### config.mk
export PLATFORM = sky130hd
export DESIGN_NAME = uart_tx_fifo
export DESIGN_NICKNAME = d
export VERILOG_FILES = /design/src/rtl/uart_tx_fifo.sv
export SDC_FILE = /design/constraint.sdc
export NUM_CORES = 1
export LEC_CHECK = 0
export ABC_AREA = 1
export BUFFER_PORTS_ARGS = -buffer_cell sky130_fd_sc_hd__buf_2
export CELL_PAD_IN_SITES_DETAIL_PLACEMENT = 0
export CELL_PAD_IN_SITES_GLOBAL_PLACEMENT = 1
export CORE_MARGIN = 4
export CORE_UTILIZATION = 48
export CTS_CLUSTER_DIAMETER = 60
export DETAILED_ROUTE_END_ITERATION = 6
export PLACE_DENSITY = 0.78
export SETUP_SLACK_MARGIN = 0.4
export SYNTH_ARGS = -nofsm -noshare
export SYNTH_HDL_FRONTEND = slang
export SYNTH_SLANG_ARGS = --single-unit
### constraint.sdc
create_clock -name i_clk -period 2.6 [get_ports i_clk]
set_clock_uncertainty 0.15 [all_clocks]
set_input_delay 0.39 -clock i_clk [delete_from_list [all_inputs] [get_ports i_clk]]
set_output_delay 0.39 -clock i_clk [all_outputs]
set_load 0.05 [all_outputs]
### src/rtl/uart_tx_fifo.sv
// Byte FIFO feeding uart_tx: valid/ready push side, one-at-a-time drain sequencer
// that issues a write strobe only while uart_tx is idle.
module uart_tx_fifo #(
    parameter int WIDTH       = 8,
    parameter int DEPTH_LOG2  = 4,
    parameter int ACK_TIMEOUT = 4
) (
    input  logic                  i_clk,
    input  logic                  i_reset,
    input  logic [WIDTH-1:0]      i_data,
    input  logic                  i_valid,
    output logic                  o_ready,
    output logic [WIDTH-1:0]      o_char,
    output logic                  o_write,
    input  logic                  i_busy,
    output logic [DEPTH_LOG2:0]   o_level,
    output logic                  o_full,
    output logic                  o_empty,
    output logic                  o_overflow
);

    localparam int DEPTH = 1 << DEPTH_LOG2;
    localparam int TW    = (ACK_TIMEOUT > 1) ? $clog2(ACK_TIMEOUT) : 1;

    typedef enum logic [1:0] {
        IDLE,
        SEND,
        WAIT_ACK,
        WAIT_DONE
    } state_t;

    state_t                state;
    state_t                state_nxt;
    logic [WIDTH-1:0]      mem [DEPTH];
    logic [DEPTH_LOG2-1:0] wr_ptr;
    logic [DEPTH_LOG2-1:0] rd_ptr;
    logic [DEPTH_LOG2:0]   level;
    logic [TW-1:0]         timer;
    logic                  push;
    logic                  pop;
    logic                  ack_expired;

    // Full/ready come from the registered level, so a pop on the same edge
    // never frees room for a push that arrives while full.
    assign o_full      = (level == (DEPTH_LOG2+1)'(DEPTH));
    assign o_empty     = (level == '0);
    assign o_ready     = !o_full;
    assign o_level     = level;
    assign push        = i_valid && !o_full;
    assign pop         = (state == IDLE) && !o_empty && !i_busy;
    assign ack_expired = (timer == TW'(ACK_TIMEOUT - 1));

    always_comb begin
        state_nxt = state;
        case (state)
            IDLE:      if (pop) state_nxt = SEND;
            SEND:      state_nxt = WAIT_ACK;
            WAIT_ACK: begin
                if (i_busy)           state_nxt = WAIT_DONE;
                else if (ack_expired) state_nxt = IDLE;
            end
            WAIT_DONE: if (!i_busy) state_nxt = IDLE;
            default:   state_nxt = IDLE;
        endcase
    end

    always_ff @(posedge i_clk) begin
        if (i_reset) begin
            state      <= IDLE;
            wr_ptr     <= '0;
            rd_ptr     <= '0;
            level      <= '0;
            timer      <= '0;
            o_write    <= 1'b0;
            o_char     <= '0;
            o_overflow <= 1'b0;
        end else begin
            state   <= state_nxt;
            o_write <= pop;
            if (push) wr_ptr <= wr_ptr + 1'b1;
            if (pop) begin
                rd_ptr <= rd_ptr + 1'b1;
                o_char <= mem[rd_ptr];
            end
            case ({push, pop})
                2'b10:   level <= level + (DEPTH_LOG2+1)'(1);
                2'b01:   level <= level - (DEPTH_LOG2+1)'(1);
                default: level <= level;
            endcase
            if (i_valid && o_full) o_overflow <= 1'b1;
            // Timer counts idle cycles after the strobe; a uart_tx that never
            // raises busy still lets the sequencer move on.
            if (state == SEND)
                timer <= '0;
            else if (state == WAIT_ACK && !i_busy && !ack_expired)
                timer <= timer + 1'b1;
        end
    end

    always_ff @(posedge i_clk) begin
        if (push) mem[wr_ptr] <= i_data;
    end

endmodule

==> run metrics <==
detailed-placement wirelength estimate=9663 um; number of synthesized flops with an enable pin=approximately 130; internal power=5.104 mW; worst endpoint data arrival time=2040 ps; Routed WL=15340 um; largest voltage drop on the vdd net=506.2 uV; kind of end point of the critical path=flop; period utilization=around 83%; # rows=43; cell with the most instances on the worst path=sky130_fd_sc_hd__inv_2; TritonCTS Buffers=17; number of antenna repair diodes=0; most area-consuming cells after synthesis=sky130_fd_sc_hd__edfxtp_1 56%, sky130_fd_sc_hd__nand2_1 12%, sky130_fd_sc_hd__dfxtp_1 7.9%; number of port buffers=29; post-route design area=0.007846 mm2; Crit path largest cell delay=~600 ps; highest clock frequency the design can meet=around 0.47 GHz; Synth Flop Type=sky130_fd_sc_hd__edfxtp_1; leakage power of the design=3.396 nW; Top delay family on crit path=simple AND/OR/NAND/NOR gates; number of antenna-violating nets in the routed design=0; largest area contributor in the synthesized netlist=sky130_fd_sc_hd__edfxtp_1; die width=127.1 um; post-synthesis area per instance=9.804 um2; CTS tree=yes; Syn-to-layout area delta=15.32%; sequential element share of the synthesized area=64.44%; largest buffer count on any clock path=2; effective utilization at floorplan=49.02%; Via Count=4673; unrepaired setup endpoints after global routing=true; Worst slew margin=a little over 50%; FFs w/ async S/R, synth=0%; vertical extent of the die=127.1 um; Synth Net Count=around 700; number of warning messages in the yosys log=0; net switching power figure=2.912 mW; net switching fraction of the power=approximately 36%; Initial DRC Count=approximately 390; clock network latency to the later pin of the worst-skew pair=410 ps; final routed wire length divided by cell count=between 15 and 20 um; crit path kind=flop to flop; final estimated routing congestion in global placement=~0.8; maximum number of pins on one net before global-route repair=67; count of different cell masters after synthesis=30; count of max-cap constraint violations=0; Cell Pwr Density=1022 mW/mm2; category of the worst setup path launch point=flop; maximum fanout along the worst path=8; quantity of hold-fixing buffers added after cts=0; worst path bufs/invs=3; Clock Power Share=29.7%; fraction of power consumed by combinational cells=32.9%; setup total negative slack=0 ps; number of placed I/O pins=30; highest-count cells in the layout ignoring fill and taps=221 x sky130_fd_sc_hd__nand2_1, 128 x sky130_fd_sc_hd__edfxtp_1, 93 x sky130_fd_sc_hd__nand3_1; data required time at the worst endpoint=2490 ps; post-layout min period=2149 ps; Clock Root Buffer=sky130_fd_sc_hd__clkbuf_16; routed vias/inst=5.036; commonest non-fill, non-tap cell in the layout=sky130_fd_sc_hd__nand2_1; length of the first detailed-routing pass in iterations=5; highest-delay cell along the critical path=sky130_fd_sc_hd__nor2_1; Post-Route Hold Slack=106.0 ps; number of global-route vias before repair=4582; Core Area=0.01388 mm2; Congestion Overflow GR=0; final-report hold violation count=0; worst slew pin tran=roughly 740 ps; Mapped Cells=694; antenna violations before repair=0; final-report max-slew violation count=0; level count of the clock H-tree=4; result of the run=complete, no violations; clock sinks=approximately 160; DRC errors left=0; overall global routing resource usage=19.97%; total cell area at the placement stage=0.007204 mm2; share of post-route cells with drive strength above 1=14.04%; share of the synthesized area in the top cell type=a little under three fifths; clock-pin transition on the worst setup and hold timing paths=60 ps; Netlist Area Pre-Place=0.006804 mm2; final-report setup violation count=0; Worst Hold Class=primary input to flop; flops & latches, synth=155; Cell Chain, Critical Path=inv_2 > nand4_4 > nand2_4 > buf_4 > inv_2 > nand2_1 > nor2_1; sequential share of power=37.4%; floorplan die area=0.01614 mm2; nets=758; global-route wire length before repair=~25000 um
state kept, by name, summed over array words and instances (netlist names):
name and flops:
o_write 1, wr_ptr 4, o_char 8, mem 128, timer 2, o_level 5, rd_ptr 4, o_overflow 1
state 2
stage by stage:
stage | worst slack, ps | utilization [%] | power, mW | cells
floorplan | 318.7 | - | 4.940 | 694
global placement | 368.6 | 51.90 | 5.572 | 890
detailed placement | 341.0 | 51.90 | 5.606 | 890
CTS | 413.6 | 56.11 | 7.994 | 922
global route | 337.7 | 56.53 | 8.464 | 928
finish | 451.2 | 56.53 | 8.016 | 928
cell type report:
class	instances	area, um2
Fill cell	1199	6035
Sequential cell	155	4404
Multi-Input combinational cell	411	1928
Clock buffer	28	559.3
Inverter	99	371.6
Timing Repair Buffer	51	335.3
Tap cell	180	225.2
Clock inverter	4	22.52
Yosys cell counts, types with 2 or more instances:
master,number
sky130_fd_sc_hd__buf_4,8
sky130_fd_sc_hd__nand2_1,222
sky130_fd_sc_hd__inv_1,93
sky130_fd_sc_hd__xnor2_1,2
sky130_fd_sc_hd__xor2_1,4
sky130_fd_sc_hd__nor2_1,43
sky130_fd_sc_hd__o21ai_0,9
sky130_fd_sc_hd__ha_1,10
sky130_fd_sc_hd__nand3_1,93
sky130_fd_sc_hd__clkinv_1,2
sky130_fd_sc_hd__inv_2,4
sky130_fd_sc_hd__edfxtp_1,128
sky130_fd_sc_hd__buf_6,2
sky130_fd_sc_hd__a21oi_1,15
sky130_fd_sc_hd__dfxtp_1,27
sky130_fd_sc_hd__nand2_2,2
sky130_fd_sc_hd__clkbuf_1,3
sky130_fd_sc_hd__buf_2,15
final timing paths:
kind / cells after the start / slack [ps] / to / startpoint
worst min register to register: 2 / 310 / o_overflow / o_overflow
worst min-delay path: 3 / 110 / o_overflow / i_valid
worst max register to register: 7 / 450 / mem[5][2] / o_level[1]
worst max-delay path: 7 / 450 / mem[5][2] / o_level[1]
per-layer routing:
metal / vias to the layer above / share of wire, % / wire (um) / track usage (%)
met4: 0 / 1.2 / 184 / 4.921
met2: 120 / 49 / 7444 / 32.38
li1: 2322 / - / - / -
met3: 14 / 5.8 / 885 / 4.139
met1: 2217 / 44 / 6825 / 27.85
met5: - / 0 / 0 / 0
worst register-to-register path, stage by stage, from the launching register on:
cell,delay [ps]
sky130_fd_sc_hd__dfxtp_4,360
sky130_fd_sc_hd__inv_2,60
sky130_fd_sc_hd__nand4_4,110
sky130_fd_sc_hd__nand2_4,70
sky130_fd_sc_hd__buf_4,160
sky130_fd_sc_hd__inv_2,110
sky130_fd_sc_hd__nand2_1,160
sky130_fd_sc_hd__nor2_1,600
repair_timing:
action / CTS / global route
gates resized for setup: 1 / 4
endpoints found under the hold margin: 0 / 0
setup endpoints to repair: 1 / 2
setup buffers: 0 / 6
pin swaps: 0 / 6
power groups by stage:
stage	sequential (mW)	combinational, mW	clock, mW
after global placement	3.04	2.54	0
final	3.00	2.64	2.38
after CTS	3.00	2.58	2.42
after global routing	3.02	2.91	2.53
after detailed placement	3.05	2.56	0
after floorplan	3.36	1.58	0
cells by family (layout without fill, tap and decap cells):
logic type                 after synthesis  after routing  share of synthesized area [%]
AOI/OAI and AO/OA                       25             25                          1.876
DFF                                    155            155                          64.44
buffers and inverters                  128            182                          7.999
xor gates and xnor gates                 6              6                         0.7723
and+or+nand+nor                        369            369                          22.78
adders and majority gates               11             11                          2.133
Power figures use the tool's default switching activity.
